### src/rtl/hilo_muldiv_unit.sv
// HI/LO accumulator with multiply/divide engine for the EX stage; divide is iterative restoring.
// Optional macro HILO_ITER_MUL_EN replaces the single-cycle multiplier with a shift-add sequence.
module hilo_muldiv_unit #(
    parameter int WIDTH = 32,
    parameter int CNT_W = 6
) (
    input  logic             Clk,
    input  logic             Reset,
    input  logic             Start,
    input  logic [3:0]       Op,
    input  logic [WIDTH-1:0] A,
    input  logic [WIDTH-1:0] B,
    output logic             Busy,
    output logic             Done,
    output logic [WIDTH-1:0] ReadHi,
    output logic [WIDTH-1:0] ReadLo
);

    localparam logic [3:0] OP_MULT  = 4'd0;
    localparam logic [3:0] OP_MULTU = 4'd1;
    localparam logic [3:0] OP_MADD  = 4'd2;
    localparam logic [3:0] OP_MADDU = 4'd3;
    localparam logic [3:0] OP_MSUB  = 4'd4;
    localparam logic [3:0] OP_MSUBU = 4'd5;
    localparam logic [3:0] OP_DIV   = 4'd6;
    localparam logic [3:0] OP_DIVU  = 4'd7;
    localparam logic [3:0] OP_MTHI  = 4'd8;
    localparam logic [3:0] OP_MTLO  = 4'd9;
    localparam logic [CNT_W-1:0] LAST_CNT = CNT_W'(WIDTH - 1);

    typedef enum logic [2:0] {
        S_IDLE    = 3'd0,
        S_DIV_RUN = 3'd1,
        S_DIV_FIX = 3'd2
`ifdef HILO_ITER_MUL_EN
        , S_MUL_RUN = 3'd3,
        S_MUL_FIX = 3'd4
`endif
    } state_t;

    state_t           state_q, state_d;
    logic [WIDTH-1:0] hi_q, hi_d, lo_q, lo_d;
    logic [WIDTH-1:0] rem_q, rem_d, quo_q, quo_d, div_q, div_d, a_q, a_d;
    logic [CNT_W-1:0] cnt_q, cnt_d;
    logic [3:0]       op_q, op_d;
    logic             a_neg_q, a_neg_d, b_neg_q, b_neg_d;
    logic             busy_q, busy_d, done_q, done_d;
    logic [WIDTH:0]   trial_s;

    // kind = Op[3:1]: 0 plain product, 1 accumulate, 2 subtract from HI/LO
    function automatic logic [2*WIDTH-1:0] hilo_acc(input logic [2:0] kind,
                                                    input logic [2*WIDTH-1:0] p,
                                                    input logic [2*WIDTH-1:0] hilo);
        case (kind)
            3'd1:    return hilo + p;
            3'd2:    return hilo - p;
            default: return p;
        endcase
    endfunction

    function automatic logic [WIDTH-1:0] mag(input logic [WIDTH-1:0] v, input logic neg);
        return neg ? -v : v;
    endfunction

    assign trial_s = {rem_q, quo_q[WIDTH-1]} - {1'b0, div_q};

`ifdef HILO_ITER_MUL_EN
    logic [WIDTH:0]     sum_s;
    logic [2*WIDTH-1:0] mprod_s;
    assign sum_s   = {1'b0, rem_q} + (quo_q[0] ? {1'b0, div_q} : {(WIDTH+1){1'b0}});
    assign mprod_s = (a_neg_q ^ b_neg_q) ? -{rem_q, quo_q} : {rem_q, quo_q};
`else
    logic [2*WIDTH-1:0] ext_a_s, ext_b_s, prod_s;
    // Sign-extend to 2*WIDTH so one unsigned multiplier yields the signed product modulo 2^(2*WIDTH)
    assign ext_a_s = {{WIDTH{~Op[0] & A[WIDTH-1]}}, A};
    assign ext_b_s = {{WIDTH{~Op[0] & B[WIDTH-1]}}, B};
    assign prod_s  = ext_a_s * ext_b_s;
`endif

    // State and datapath registers
    always_ff @(posedge Clk or posedge Reset) begin
        if (Reset) begin
            state_q <= S_IDLE;
            hi_q    <= {WIDTH{1'b0}};
            lo_q    <= {WIDTH{1'b0}};
            rem_q   <= {WIDTH{1'b0}};
            quo_q   <= {WIDTH{1'b0}};
            div_q   <= {WIDTH{1'b0}};
            a_q     <= {WIDTH{1'b0}};
            cnt_q   <= {CNT_W{1'b0}};
            op_q    <= 4'd0;
            a_neg_q <= 1'b0;
            b_neg_q <= 1'b0;
            busy_q  <= 1'b0;
            done_q  <= 1'b0;
        end else begin
            state_q <= state_d;
            hi_q    <= hi_d;
            lo_q    <= lo_d;
            rem_q   <= rem_d;
            quo_q   <= quo_d;
            div_q   <= div_d;
            a_q     <= a_d;
            cnt_q   <= cnt_d;
            op_q    <= op_d;
            a_neg_q <= a_neg_d;
            b_neg_q <= b_neg_d;
            busy_q  <= busy_d;
            done_q  <= done_d;
        end
    end

    // Next-state and datapath update
    always_comb begin
        state_d = state_q;
        hi_d    = hi_q;
        lo_d    = lo_q;
        rem_d   = rem_q;
        quo_d   = quo_q;
        div_d   = div_q;
        a_d     = a_q;
        cnt_d   = cnt_q;
        op_d    = op_q;
        a_neg_d = a_neg_q;
        b_neg_d = b_neg_q;
        busy_d  = busy_q;
        done_d  = 1'b0;
        case (state_q)
            S_IDLE: begin
                if (Start) begin
                    op_d    = Op;
                    a_d     = A;
                    a_neg_d = ~Op[0] & A[WIDTH-1];
                    b_neg_d = ~Op[0] & B[WIDTH-1];
                    case (Op)
                        OP_MTHI: begin
                            hi_d   = A;
                            done_d = 1'b1;
                        end
                        OP_MTLO: begin
                            lo_d   = A;
                            done_d = 1'b1;
                        end
                        OP_DIV, OP_DIVU: begin
                            rem_d   = {WIDTH{1'b0}};
                            quo_d   = mag(A, ~Op[0] & A[WIDTH-1]);
                            div_d   = mag(B, ~Op[0] & B[WIDTH-1]);
                            cnt_d   = {CNT_W{1'b0}};
                            busy_d  = 1'b1;
                            state_d = S_DIV_RUN;
                        end
                        OP_MULT, OP_MULTU, OP_MADD, OP_MADDU, OP_MSUB, OP_MSUBU: begin
`ifdef HILO_ITER_MUL_EN
                            rem_d   = {WIDTH{1'b0}};
                            quo_d   = mag(B, ~Op[0] & B[WIDTH-1]);
                            div_d   = mag(A, ~Op[0] & A[WIDTH-1]);
                            cnt_d   = {CNT_W{1'b0}};
                            busy_d  = 1'b1;
                            state_d = S_MUL_RUN;
`else
                            {hi_d, lo_d} = hilo_acc(Op[3:1], prod_s, {hi_q, lo_q});
                            done_d       = 1'b1;
`endif
                        end
                        default: done_d = 1'b1;
                    endcase
                end else begin
                    state_d = S_IDLE;
                end
            end
            S_DIV_RUN: begin
                if (!trial_s[WIDTH]) begin
                    rem_d = trial_s[WIDTH-1:0];
                    quo_d = {quo_q[WIDTH-2:0], 1'b1};
                end else begin
                    rem_d = {rem_q[WIDTH-2:0], quo_q[WIDTH-1]};
                    quo_d = {quo_q[WIDTH-2:0], 1'b0};
                end
                cnt_d = cnt_q + {{(CNT_W-1){1'b0}}, 1'b1};
                if (cnt_q == LAST_CNT) begin
                    state_d = S_DIV_FIX;
                end else begin
                    state_d = S_DIV_RUN;
                end
            end
            S_DIV_FIX: begin
                // Divide by zero reports the raw dividend rather than the sign-fixed magnitude
                if (div_q == {WIDTH{1'b0}}) begin
                    hi_d = a_q;
                    lo_d = {WIDTH{1'b1}};
                end else begin
                    hi_d = mag(rem_q, a_neg_q);
                    lo_d = mag(quo_q, a_neg_q ^ b_neg_q);
                end
                cnt_d   = {CNT_W{1'b0}};
                done_d  = 1'b1;
                busy_d  = 1'b0;
                state_d = S_IDLE;
            end
`ifdef HILO_ITER_MUL_EN
            S_MUL_RUN: begin
                rem_d = sum_s[WIDTH:1];
                quo_d = {sum_s[0], quo_q[WIDTH-1:1]};
                cnt_d = cnt_q + {{(CNT_W-1){1'b0}}, 1'b1};
                if (cnt_q == LAST_CNT) begin
                    state_d = S_MUL_FIX;
                end else begin
                    state_d = S_MUL_RUN;
                end
            end
            S_MUL_FIX: begin
                {hi_d, lo_d} = hilo_acc(op_q[3:1], mprod_s, {hi_q, lo_q});
                cnt_d   = {CNT_W{1'b0}};
                done_d  = 1'b1;
                busy_d  = 1'b0;
                state_d = S_IDLE;
            end
`endif
            default: begin
                busy_d  = 1'b0;
                state_d = S_IDLE;
            end
        endcase
    end

    assign Busy   = busy_q;
    assign Done   = done_q;
    assign ReadHi = hi_q;
    assign ReadLo = lo_q;

endmodule

### config.mk
export PLATFORM = sky130hd
export DESIGN_NAME = hilo_muldiv_unit
export DESIGN_NICKNAME = d
export VERILOG_FILES = /design/src/rtl/hilo_muldiv_unit.sv
export SDC_FILE = /design/constraint.sdc
export NUM_CORES = 2
export LEC_CHECK = 0
export ABC_CLOCK_PERIOD_IN_PS = 7800
export CAP_MARGIN = 20
export CORE_MARGIN = 2
export CORE_UTILIZATION = 30
export CTS_CLUSTER_SIZE = 30
export DETAILED_ROUTE_END_ITERATION = 6
export SLEW_MARGIN = 20
export SYNTH_ARGS = -nofsm -noshare
export SYNTH_HDL_FRONTEND = slang
export SYNTH_SLANG_ARGS = --single-unit
export TNS_END_PERCENT = 5
### constraint.sdc
create_clock -name Clk -period 7.8 [get_ports Clk]
set_clock_uncertainty 0.15 [all_clocks]
set_input_delay 0.78 -clock Clk [delete_from_list [all_inputs] [get_ports Clk]]
set_output_delay 0.78 -clock Clk [all_outputs]
set_load 0.02 [all_outputs]
==> results_dict.tcl <==
set metrics [dict create \
    synth-seq-cells 204 \
    final_max_slew_viol_count 0 \
    synth_xor_xnor_area_share 0.0484 \
    synth_simple_gate_area_frac 0.171 \
    area_of_the_die_mm2 0.196 \
    worst_r2r_setup_slack_ns 2.21 \
    drc 1 \
    cts.htree.levels 1 \
    postRouteAntennaNets 0 \
    crit_family "adder cells" \
    critical-path-slowest-cell "sky130_fd_sc_hd__fa_2" \
    cts.root.buffer_cell "sky130_fd_sc_hd__clkbuf_16" \
    grt_start_max_net_pins 95 \
    finalWeightedCongestion 0.979 \
    core_area_mm2 0.191 \
    result_of_the_run "complete, but fails checks" \
    cts_hold_repair.buffers 0 \
    cts_buffers 28 \
    setup.worst_path.start_class "input port" \
    required_ns 8.11 \
    worst_hold_path_type "flop to flop" \
    synth.yosys.seq_area_share 0.0884 \
    ioPinCount 137 \
    kind_of_end_point_of_the_critical_path "flop" \
    worst_setup_hold_path_clk_slew_ns 0.06 \
    drt-wirelength-per-cell_um 21.0 \
    routed_wirelength_um 215000 \
    synth_enable_flop_cells 0 \
    synth_area_per_cell_um2 8.48 \
    worst_path_most_repeated_cell "sky130_fd_sc_hd__fa_1" \
    synthesis.area_mm2 0.0577 \
    io_buffer_count 136 \
    area_delta_synth_final_pct 26.1 \
    maxSlewHeadroom 0.340 \
    violations "design-rule violations, negative setup slack" \
    worst_slack_ns -3.43 \
    yosysWarnings 0 \
    via_count 51533 \
    drive_gt1_frac 0.207 \
    timing.fmax_mhz 89.0 \
    worst_margin_slew_ns 0.988 \
    grt_pass1_vias 54048 \
    synth-adder-area-share 0.459 \
    max_stage_delay_ns 0.60 \
    cts-root-to-sink-buffers 3 \
    clk-insertion-delay-late_ns 0.58 \
    cp.arrival_ns 11.54 \
    drt_via_density 5.05 \
    cts_tree "built" \
    critPathKind "input port to flop" \
    drt_pre_antenna_iters 7 \
    synthesized_area_fraction_occupied_by_ao_oa_aoi_and_oai_cells 0.116 \
    timing_hold_violations_final 0 \
    initial_utilization 0.303 \
    timing.max_cap.violations 0 \
    period_needed_ns 11.23 \
    worstPathBufferInverterCount 9 \
    largest_fanout_on_the_critical_path 4 \
    setup-violations-final 52 \
    syn_inst 6803 \
    grt_first_pass_wirelength_um 327000 \
    dominantRegCellSynth "sky130_fd_sc_hd__dfrtp_1" \
    timing.final.crit_share 1.44 \
    synth_fp_nets 8317 \
    finalNetCount 9178 \
    finish.utilization 0.382 \
    die_x_um 443 \
    post_synth_mux_area_share 0.0124 \
    grt_setup_unrepaired "true" \
    async_set_or_reset_flop_fraction_in_the_synthesized_netlist 1.00 \
    grt_overflow_total 0 \
    number_of_drc_markers_after_the_initial_detailed_route_iteration 3712 \
    fin_setup_tns_ns -118.21 \
    cts.sinks 204 \
    globalRouteTotalUtil 0.216 \
    die_y_um 443 \
    number_of_antenna_violations_at_the_first_check_in_global_routing 21 \
    yosys.cell_types.count 93 \
    row_count 160 \
    hpwl_detailed_um 176000 \
    hold-worst-slack_ns 0.330 \
    dominant_combinational_cell_family_by_area_after_synthesis "adder cells" \
]
cell families after synthesis:
logic type,count (synthesis)
simple gates,2087
buf+inv,1589
fa+ha+maj,1443
compound gates,1095
xor+xnor,317
flops,204
mux,68
Yosys cell counts (11+ instances only):
cell type | instances | area [um^2]
sky130_fd_sc_hd__a211oi_1 | 28 | 210
sky130_fd_sc_hd__a21o_1 | 88 | 661
sky130_fd_sc_hd__a21oi_1 | 317 | 1590
sky130_fd_sc_hd__a22oi_1 | 12 | 90.1
sky130_fd_sc_hd__a311oi_1 | 12 | 105
sky130_fd_sc_hd__a31oi_1 | 43 | 269
sky130_fd_sc_hd__and2_1 | 399 | 2500
sky130_fd_sc_hd__and3_1 | 25 | 156
sky130_fd_sc_hd__and4_1 | 11 | 96.3
sky130_fd_sc_hd__buf_1 | 55 | 206
sky130_fd_sc_hd__clkbuf_1 | 357 | 1340
sky130_fd_sc_hd__dfrtp_1 | 204 | 5100
sky130_fd_sc_hd__fa_1 | 1127 | 22600
sky130_fd_sc_hd__ha_1 | 316 | 3950
sky130_fd_sc_hd__inv_1 | 1164 | 4370
sky130_fd_sc_hd__mux2_2 | 30 | 338
sky130_fd_sc_hd__mux2i_1 | 38 | 380
sky130_fd_sc_hd__nand2_1 | 1019 | 3820
sky130_fd_sc_hd__nand2b_1 | 47 | 294
sky130_fd_sc_hd__nand3_1 | 64 | 320
sky130_fd_sc_hd__nand4_1 | 35 | 219
sky130_fd_sc_hd__nor2_1 | 249 | 935
sky130_fd_sc_hd__nor2b_1 | 33 | 206
sky130_fd_sc_hd__nor3_1 | 68 | 340
sky130_fd_sc_hd__nor4_1 | 37 | 231
sky130_fd_sc_hd__o211ai_1 | 32 | 240
sky130_fd_sc_hd__o21a_1 | 23 | 173
sky130_fd_sc_hd__o21ai_0 | 333 | 1670
sky130_fd_sc_hd__o21bai_1 | 17 | 128
sky130_fd_sc_hd__o221ai_1 | 11 | 96.3
sky130_fd_sc_hd__o22ai_1 | 27 | 169
sky130_fd_sc_hd__o31ai_1 | 29 | 218
sky130_fd_sc_hd__o41ai_1 | 20 | 175
sky130_fd_sc_hd__or2_2 | 19 | 119
sky130_fd_sc_hd__or3_1 | 34 | 213
sky130_fd_sc_hd__or4_1 | 14 | 105
sky130_fd_sc_hd__xnor2_1 | 175 | 1530
sky130_fd_sc_hd__xor2_1 | 141 | 1230
per-layer routing:
metal  vias to the layer above  wire length, um  track usage
met1                     26383            86100        0.272
met3                       435            12400       0.0251
met4                        10            12100       0.0983
met5                         -               48            0
met2                      1676           104000        0.371
li1                      23029                -            -
stage by stage:
step / instances / cell area [um^2] / worst slack (ns)
6_report: 10198 / 72800 / -3.43
5_1_grt: 10196 / 72800 / -3.76
4_1_cts: 10179 / 72200 / -3.58
3_5_place_dp: 10036 / 68700 / -4.86
3_3_place_gp: 10036 / 68700 / -4.79
2_1_floorplan: 6803 / 57900 / -3.76
cell type report:
class                   instances  area, um^2
inverters                    1165        4390
repair buffers               1254       10900
well taps                    2511        3140
clock inverters                 8         118
fillers                     19190      118000
clock buffers                  41         821
diodes                          4        10.0
multi-input cells            5011       48300
flip-flops and latches        204        5100
registers in the layout, summed over array words and instances, names as in the netlist:
| signal | count |
|---|---|
| b_neg_q | 1 |
| Done | 1 |
| a_neg_q | 1 |
| rem_q | 32 |
| ReadLo | 32 |
| quo_q | 32 |
| div_q | 32 |
| Busy | 1 |
| state_q | 2 |
| cnt_q | 6 |
| a_q | 32 |
| ReadHi | 32 |
path summary, 6_finish.rpt:
path / depth (start not counted) / from / to
max in group asynchronous: 3 / Reset / quo_q[12]
min reg2reg: 2 / a_q[31] / a_q[31]
max reg2reg: 18 / quo_q[31] / rem_q[31]
min: 2 / a_q[31] / a_q[31]
min in group asynchronous: 2 / Reset / Done
max: 43 / A[31] / ReadHi[31]
what timing repair did:
item / 4_1_cts / 5_1_grt
endpoints found under the setup margin: 53 / 53
gates resized for setup: 438 / 108
pin swaps: 231 / 73
cloned: 16 / 0
buffers inserted: 82 / 15
worst min-delay path, delay by kind of cell (launching register included):
family	cells	cell delay, ns
flip-flops	1	0.33
AO/OA/AOI/OAI	1	0.06
AND/OR/NAND/NOR	1	0.05
cell usage in the layout, fill, tap and decap left out, types with 53 or more instances in the layout:
cell / instances
sky130_fd_sc_hd__a21o_1: 87
sky130_fd_sc_hd__buf_4: 1011
sky130_fd_sc_hd__inv_1: 1136
sky130_fd_sc_hd__a21oi_1: 274
sky130_fd_sc_hd__nand3_1: 59
sky130_fd_sc_hd__and2_1: 389
sky130_fd_sc_hd__dfrtp_1: 204
sky130_fd_sc_hd__o21ai_0: 285
sky130_fd_sc_hd__xor2_1: 136
sky130_fd_sc_hd__fa_1: 1094
sky130_fd_sc_hd__nand2_1: 1003
sky130_fd_sc_hd__clkdlybuf4s50_1: 73
sky130_fd_sc_hd__xnor2_1: 161
sky130_fd_sc_hd__nor2_1: 237
sky130_fd_sc_hd__buf_12: 58
sky130_fd_sc_hd__nor3_1: 53
sky130_fd_sc_hd__ha_1: 296
Power is not shown: default switching activity piles up to over one toggle a cycle in this logic, so the estimate is an artifact.
